$ cat config.mk
export PLATFORM = sky130hd
export DESIGN_NAME = seg7_scan_driver
export DESIGN_NICKNAME = d
export VERILOG_FILES = /design/src/rtl/seg7_scan_driver.sv
export SDC_FILE = /design/constraint.sdc
export NUM_CORES = 1
export LEC_CHECK = 0
export BUFFER_PORTS_ARGS = -buffer_cell sky130_fd_sc_hd__buf_2
export CAP_MARGIN = 20
export CELL_PAD_IN_SITES_DETAIL_PLACEMENT = 1
export CELL_PAD_IN_SITES_GLOBAL_PLACEMENT = 1
export CORE_ASPECT_RATIO = 0.9
export CORE_UTILIZATION = 45
export CTS_CLUSTER_SIZE = 10
export DETAILED_ROUTE_END_ITERATION = 8
export PLACE_DENSITY_LB_ADDON = 0.1
export SYNTH_ARGS = -nofsm -noshare
export SYNTH_HDL_FRONTEND = slang
export SYNTH_SLANG_ARGS = --single-unit
$ cat constraint.sdc
create_clock -name clk -period 3.5 [get_ports clk]
set_input_delay 0.7 -clock clk [delete_from_list [all_inputs] [get_ports clk]]
set_output_delay 0.7 -clock clk [all_outputs]
set_load 0.05 [all_outputs]
$ cat src/rtl/seg7_scan_driver.sv
// seg7_scan_driver: 4-digit multiplexed 7-segment scan transmitter.
// Digit values are captured into a shadow bank on load and copied into the
// active bank only at the frame boundary, so one frame never mixes old and new
// values. Each digit slot is preceded by an all-off gap to suppress ghosting.
// All outputs are registered and computed from the next-state values, so they
// change on the same edge that consumes the terminating tick.
module seg7_scan_driver #(
    parameter int DIV         = 50000,
    parameter int ON_TICKS    = 4,
    parameter int BLANK_TICKS = 1
) (
    input  logic        clk,
    input  logic        reset,
    input  logic        load,
    input  logic [15:0] values,
    input  logic [3:0]  dp_in,
    input  logic [3:0]  blank_mask,
    output logic [6:0]  seg,
    output logic        dp,
    output logic [3:0]  dig,
    output logic        frame_start,
    output logic        pending
);

    localparam int PW   = (DIV > 1) ? $clog2(DIV) : 1;
    localparam int TMAX = (ON_TICKS > BLANK_TICKS) ? ON_TICKS : BLANK_TICKS;
    localparam int TW   = (TMAX > 1) ? $clog2(TMAX) : 1;

    typedef enum logic {
        ST_BLANK = 1'b0,
        ST_SHOW  = 1'b1
    } state_t;

    // Hex nibble to {a,b,c,d,e,f,g}
    function automatic logic [6:0] encode(input logic [3:0] nib);
        logic [6:0] s;
        case (nib)
            4'h0: s = 7'h7E;
            4'h1: s = 7'h30;
            4'h2: s = 7'h6D;
            4'h3: s = 7'h79;
            4'h4: s = 7'h33;
            4'h5: s = 7'h5B;
            4'h6: s = 7'h5F;
            4'h7: s = 7'h70;
            4'h8: s = 7'h7F;
            4'h9: s = 7'h7B;
            4'hA: s = 7'h77;
            4'hB: s = 7'h1F;
            4'hC: s = 7'h4E;
            4'hD: s = 7'h3D;
            4'hE: s = 7'h4F;
            default: s = 7'h47;
        endcase
        return s;
    endfunction

    // Prescaler, scan FSM, buffers and registered outputs
    logic [PW-1:0] presc_q, presc_d;
    state_t        state_q, state_d;
    logic [1:0]    idx_q, idx_d;
    logic [TW-1:0] phase_q, phase_d;

    logic [15:0]   sh_vals_q, sh_vals_d;
    logic [3:0]    sh_dp_q, sh_dp_d;
    logic [3:0]    sh_blank_q, sh_blank_d;
    logic [15:0]   act_vals_q, act_vals_d;
    logic [3:0]    act_dp_q, act_dp_d;
    logic [3:0]    act_blank_q, act_blank_d;
    logic          pending_q, pending_d;

    logic [6:0]    seg_q, seg_d;
    logic          dp_q, dp_d;
    logic [3:0]    dig_q, dig_d;
    logic          frame_start_q, frame_start_d;

    logic          tick;
    logic          phase_done;
    logic          boundary;
    logic [3:0]    cur_nib;

    // Scan tick generator: free-running count 0..DIV-1
    always_comb begin
        tick    = (presc_q == PW'(DIV - 1));
        presc_d = tick ? '0 : presc_q + PW'(1);
    end

    // Scan FSM next state: BLANK gap then SHOW slot, stepping idx on BLANK->SHOW
    always_comb begin
        state_d    = state_q;
        idx_d      = idx_q;
        phase_d    = phase_q;
        boundary   = 1'b0;
        phase_done = (state_q == ST_BLANK) ? (phase_q == TW'(BLANK_TICKS - 1))
                                           : (phase_q == TW'(ON_TICKS - 1));
        if (tick) begin
            if (phase_done) begin
                phase_d = '0;
                if (state_q == ST_BLANK) begin
                    state_d  = ST_SHOW;
                    idx_d    = idx_q + 2'd1;
                    boundary = (idx_q == 2'd3);
                end else begin
                    state_d = ST_BLANK;
                end
            end else begin
                phase_d = phase_q + TW'(1);
            end
        end
    end

    // Double buffer: shadow captures every load, active takes shadow at the frame boundary
    always_comb begin
        sh_vals_d   = sh_vals_q;
        sh_dp_d     = sh_dp_q;
        sh_blank_d  = sh_blank_q;
        act_vals_d  = act_vals_q;
        act_dp_d    = act_dp_q;
        act_blank_d = act_blank_q;
        pending_d   = pending_q;
        if (boundary) begin
            if (pending_q) begin
                act_vals_d  = sh_vals_q;
                act_dp_d    = sh_dp_q;
                act_blank_d = sh_blank_q;
            end
            pending_d = 1'b0;
        end
        // A load on the boundary edge lands in the shadow and keeps pending set
        if (load) begin
            sh_vals_d  = values;
            sh_dp_d    = dp_in;
            sh_blank_d = blank_mask;
            pending_d  = 1'b1;
        end
    end

    // Output decode from next-state so digit 0 of a new frame shows freshly applied values
    always_comb begin
        seg_d         = '0;
        dp_d          = 1'b0;
        dig_d         = '0;
        frame_start_d = boundary;
        cur_nib       = act_vals_d[{idx_d, 2'b00} +: 4];
        if (state_d == ST_SHOW) begin
            dig_d = 4'b0001 << idx_d;
            if (!act_blank_d[idx_d]) begin
                seg_d = encode(cur_nib);
                dp_d  = act_dp_d[idx_d];
            end
        end
    end

    // State register; reset restarts the scan from the gap before digit 0
    always_ff @(posedge clk or posedge reset) begin
        if (reset) begin
            presc_q       <= '0;
            state_q       <= ST_BLANK;
            idx_q         <= 2'd3;
            phase_q       <= '0;
            sh_vals_q     <= '0;
            sh_dp_q       <= '0;
            sh_blank_q    <= '0;
            act_vals_q    <= '0;
            act_dp_q      <= '0;
            act_blank_q   <= '0;
            pending_q     <= 1'b0;
            seg_q         <= '0;
            dp_q          <= 1'b0;
            dig_q         <= '0;
            frame_start_q <= 1'b0;
        end else begin
            presc_q       <= presc_d;
            state_q       <= state_d;
            idx_q         <= idx_d;
            phase_q       <= phase_d;
            sh_vals_q     <= sh_vals_d;
            sh_dp_q       <= sh_dp_d;
            sh_blank_q    <= sh_blank_d;
            act_vals_q    <= act_vals_d;
            act_dp_q      <= act_dp_d;
            act_blank_q   <= act_blank_d;
            pending_q     <= pending_d;
            seg_q         <= seg_d;
            dp_q          <= dp_d;
            dig_q         <= dig_d;
            frame_start_q <= frame_start_d;
        end
    end

    assign seg         = seg_q;
    assign dp          = dp_q;
    assign dig         = dig_q;
    assign frame_start = frame_start_q;
    assign pending     = pending_q;

endmodule

==> results.yml <==
floorplan:
  io_pins: 41
  die_h_microns: 89.3
  placementRows: 31
  die_area_sq_mm: 0.00883
  core-area_sq_mm: 0.00811
  start_util: 0.470
  die_x_microns: 99.0
clock_network:
  htreeDepth: 3
  clk_pin_slew_ps: 90
  post_cts_buffers: 0
  clockBufferDepth: 2
  cts-buffers-inserted: 9
  clock-root-buffer: "clkbuf_8"
  clk_latency_ps: 360
  cts.sink_count: 83
  holdBufCountCts: 0
  cts_resized: 0
  cts_tree: "built"
synth:
  synth_edf_count: 0
  synthTopCellsByCount: "dfrtp_1, mux2_2, nand2_1"
  ys_warn_count: 0
  netlist_instances: 303
  ys_async_sr_fraction: 1.00
  ys_seq_area_frac: 0.546
  netlist.area_leader.share: 0.532
  syn-num-nets: 340
  netlist-cell-type-count: 47
  synth_area_sq_mm: 0.00381
  syn_avg_cell_area_sq_um: 12.6
  synth-main-ff-cell: "dfrtp_1"
  synth.area.top_cells: "dfrtp_1, mux2_2, ha_1"
  synth-seq-cells: 83
  synth_largest_area_cell: "dfrtp_1"
  synth_most_common_cell: "dfrtp_1"
timing:
  rsz0062_at_grt: "false"
  report.final.slew_viol_count: 0
  hold_viol: 0
  holdWs_ps: 459
  totalNegativeSetupSlack_ps: 0
  setup_slack_ps: 122
  slew-limit-headroom: 0.460
  final.min_clock_period_ps: 3380
  finalCritPeriodShare: 0.965
  finalClockSkew_ps: 7.84
  max_clock_freq_mhz: 296
  finalSetupViolCount: 0
  worstMarginPinSlew_ps: 809
drt:
  routed_wl_microns: 7400
  via_per_inst: 5.17
  vias: 2400
  met1_length_microns: 3830
  wl_met3_microns: 232
  met2WireLength_microns: 3260
  wire_per_inst_microns: 16.0
  postRouteAntennaNets: 0
  drc: 0
  dr.max_layer_used: "met4"
  first_iter_violations: 41
  dr.pass1.iters: 4
cells_and_area:
  final_cell_area_sq_mm: 0.00438
  drive_gt1_frac: 0.364
  antenna_cells: 0
  nNetsFinal: 397
  areaGrowthSynthToFinish_pct: 15.1
outcome:
  status: "finished, final reports clean"
power_and_ir_drop:
  peakVddDrop_uv: 228
  p_leak_uw: 0.00218
  powerDensity_mw_per_mm2: 388
global_routing:
  grt_usage: 0.188
  grt_max_degree: 47
  gr-total-overflow: 0
  grt_pass1_vias: 2434
  grt_pass1_wl_microns: 12500
  antenna_found_initial: 0
critical_path:
  crit_path_end_kind: "register"
  crit_type: "reg -> reg"
  path_max_fanout: 15
  r2r_slack_ps: 120
  r2r-end: "seg[6]"
  worstRegToRegCells: 11
  r2r_start: "presc_q[10]"
  crit_required_ps: 3730
  startpoint_type: "register"
  arrival_ps: 3610
place:
  gp_congestion: 0.768
  hpwl_microns: 5320
  port_buffers: 40
  post-place-ws_ps: 54.5
  place_area_sq_mm: 0.00418
hold_path:
  hold_path_class: "in -> async"
flow_run:
  cap_viol_max_count: 0
[placed cells by master, fill, tap and decap left out, types with 2 or more instances in the layout]
master | Yosys | layout
nand2_1 | 28 | 28
buf_4 | 0 | 14
nor2b_1 | 2 | 2
clkbuf_8 | 0 | 9
and2_1 | 3 | 3
a221oi_2 | 2 | 2
nand3_1 | 9 | 9
nor2_1 | 21 | 21
dfstp_2 | 2 | 2
a21oi_1 | 6 | 6
nor3_1 | 2 | 2
o21ai_0 | 5 | 5
ha_1 | 10 | 10
inv_6 | 0 | 3
inv_1 | 13 | 12
and3_1 | 6 | 6
mux2_4 | 5 | 5
xor2_1 | 8 | 8
dfrtp_1 | 81 | 81
mux2i_1 | 11 | 11
xnor2_1 | 7 | 7
a31oi_1 | 2 | 2
buf_2 | 2 | 40
clkinvlp_4 | 0 | 3
a221oi_1 | 3 | 3
mux2_2 | 44 | 44
o211ai_1 | 2 | 2
nor4_4 | 2 | 2
[worst max-delay path by stage]
stage / from / to / slack (ps) / cells past startpoint
2_1_floorplan: presc_q[5] / seg[0] / 300 / 13
3_5_place_dp: presc_q[10] / seg[0] / 50 / 12
5_1_grt: presc_q[10] / seg[0] / 20 / 11
3_3_place_gp: presc_q[10] / seg[6] / 180 / 10
6_report: presc_q[10] / seg[6] / 120 / 11
4_1_cts: presc_q[10] / seg[0] / 30 / 12
[cells by family after synthesis]
| group | synth area share |
|---|---|
| AOI/OAI and AO/OA | 0.0490 |
| buffers and inverters | 0.0263 |
| muxes | 0.191 |
| adders and majority gates | 0.0329 |
| DFF | 0.546 |
| xor gates and xnor gates | 0.0345 |
| and+or+nand+nor | 0.120 |
[cell type report]
cell class | count | area [sq um]
Clock buffer | 10 | 128
Fill cell | 847 | 3720
Sequential cell | 83 | 2080
Clock inverter | 6 | 48.8
Inverter | 13 | 50.0
Tap cell | 99 | 124
Timing Repair Buffer | 55 | 325
Multi-Input combinational cell | 198 | 1630
[worst max-delay path, cell delays in order, from the launching register on]
cell and delay (ps):
dfrtp_1 420, or4_4 590, nor4_4 370, nand4_4 150, buf_12 190, buf_4 130
mux2_4 300, mux2_4 310, mux2_4 320, and2_4 160, a221oi_2 250, nor2_1 60
[layer usage]
layer  track usage  vias up
li1              -     1160
met1         0.276     1195
met2         0.273       39
met3        0.0516        6
met4        0.0570        0
met5             0        -
[power breakdown]
part           total, uW  switching [uW]  internal [uW]
combinational       71.2            35.2           36.1
sequential          1000            15.4            986
clock                629             364            265
total               1700             414           1290
[per-stage QoR]
| stage | total power [uW] | util | instances |
|---|---|---|---|
| 3_5_place_dp | 1090 | 0.516 | 446 |
| 6_report | 1700 | 0.541 | 464 |
| 5_1_grt | 1780 | 0.541 | 464 |
| 3_3_place_gp | 1090 | 0.516 | 446 |
| 2_1_floorplan | 1060 | - | 303 |
| 4_1_cts | 1730 | 0.537 | 462 |
[flip-flops by register name, summed over array words and instances (netlist names)]
signal and count:
act_vals_q 16, presc_q 16, sh_vals_q 16, seg 7
act_blank_q 4, act_dp_q 4, dig 4, sh_blank_q 4
sh_dp_q 4, idx_q 2, phase_q 2, dp 1
frame_start 1, pending 1, state_q 1
Note: power is estimated with default switching activity, not from simulation.
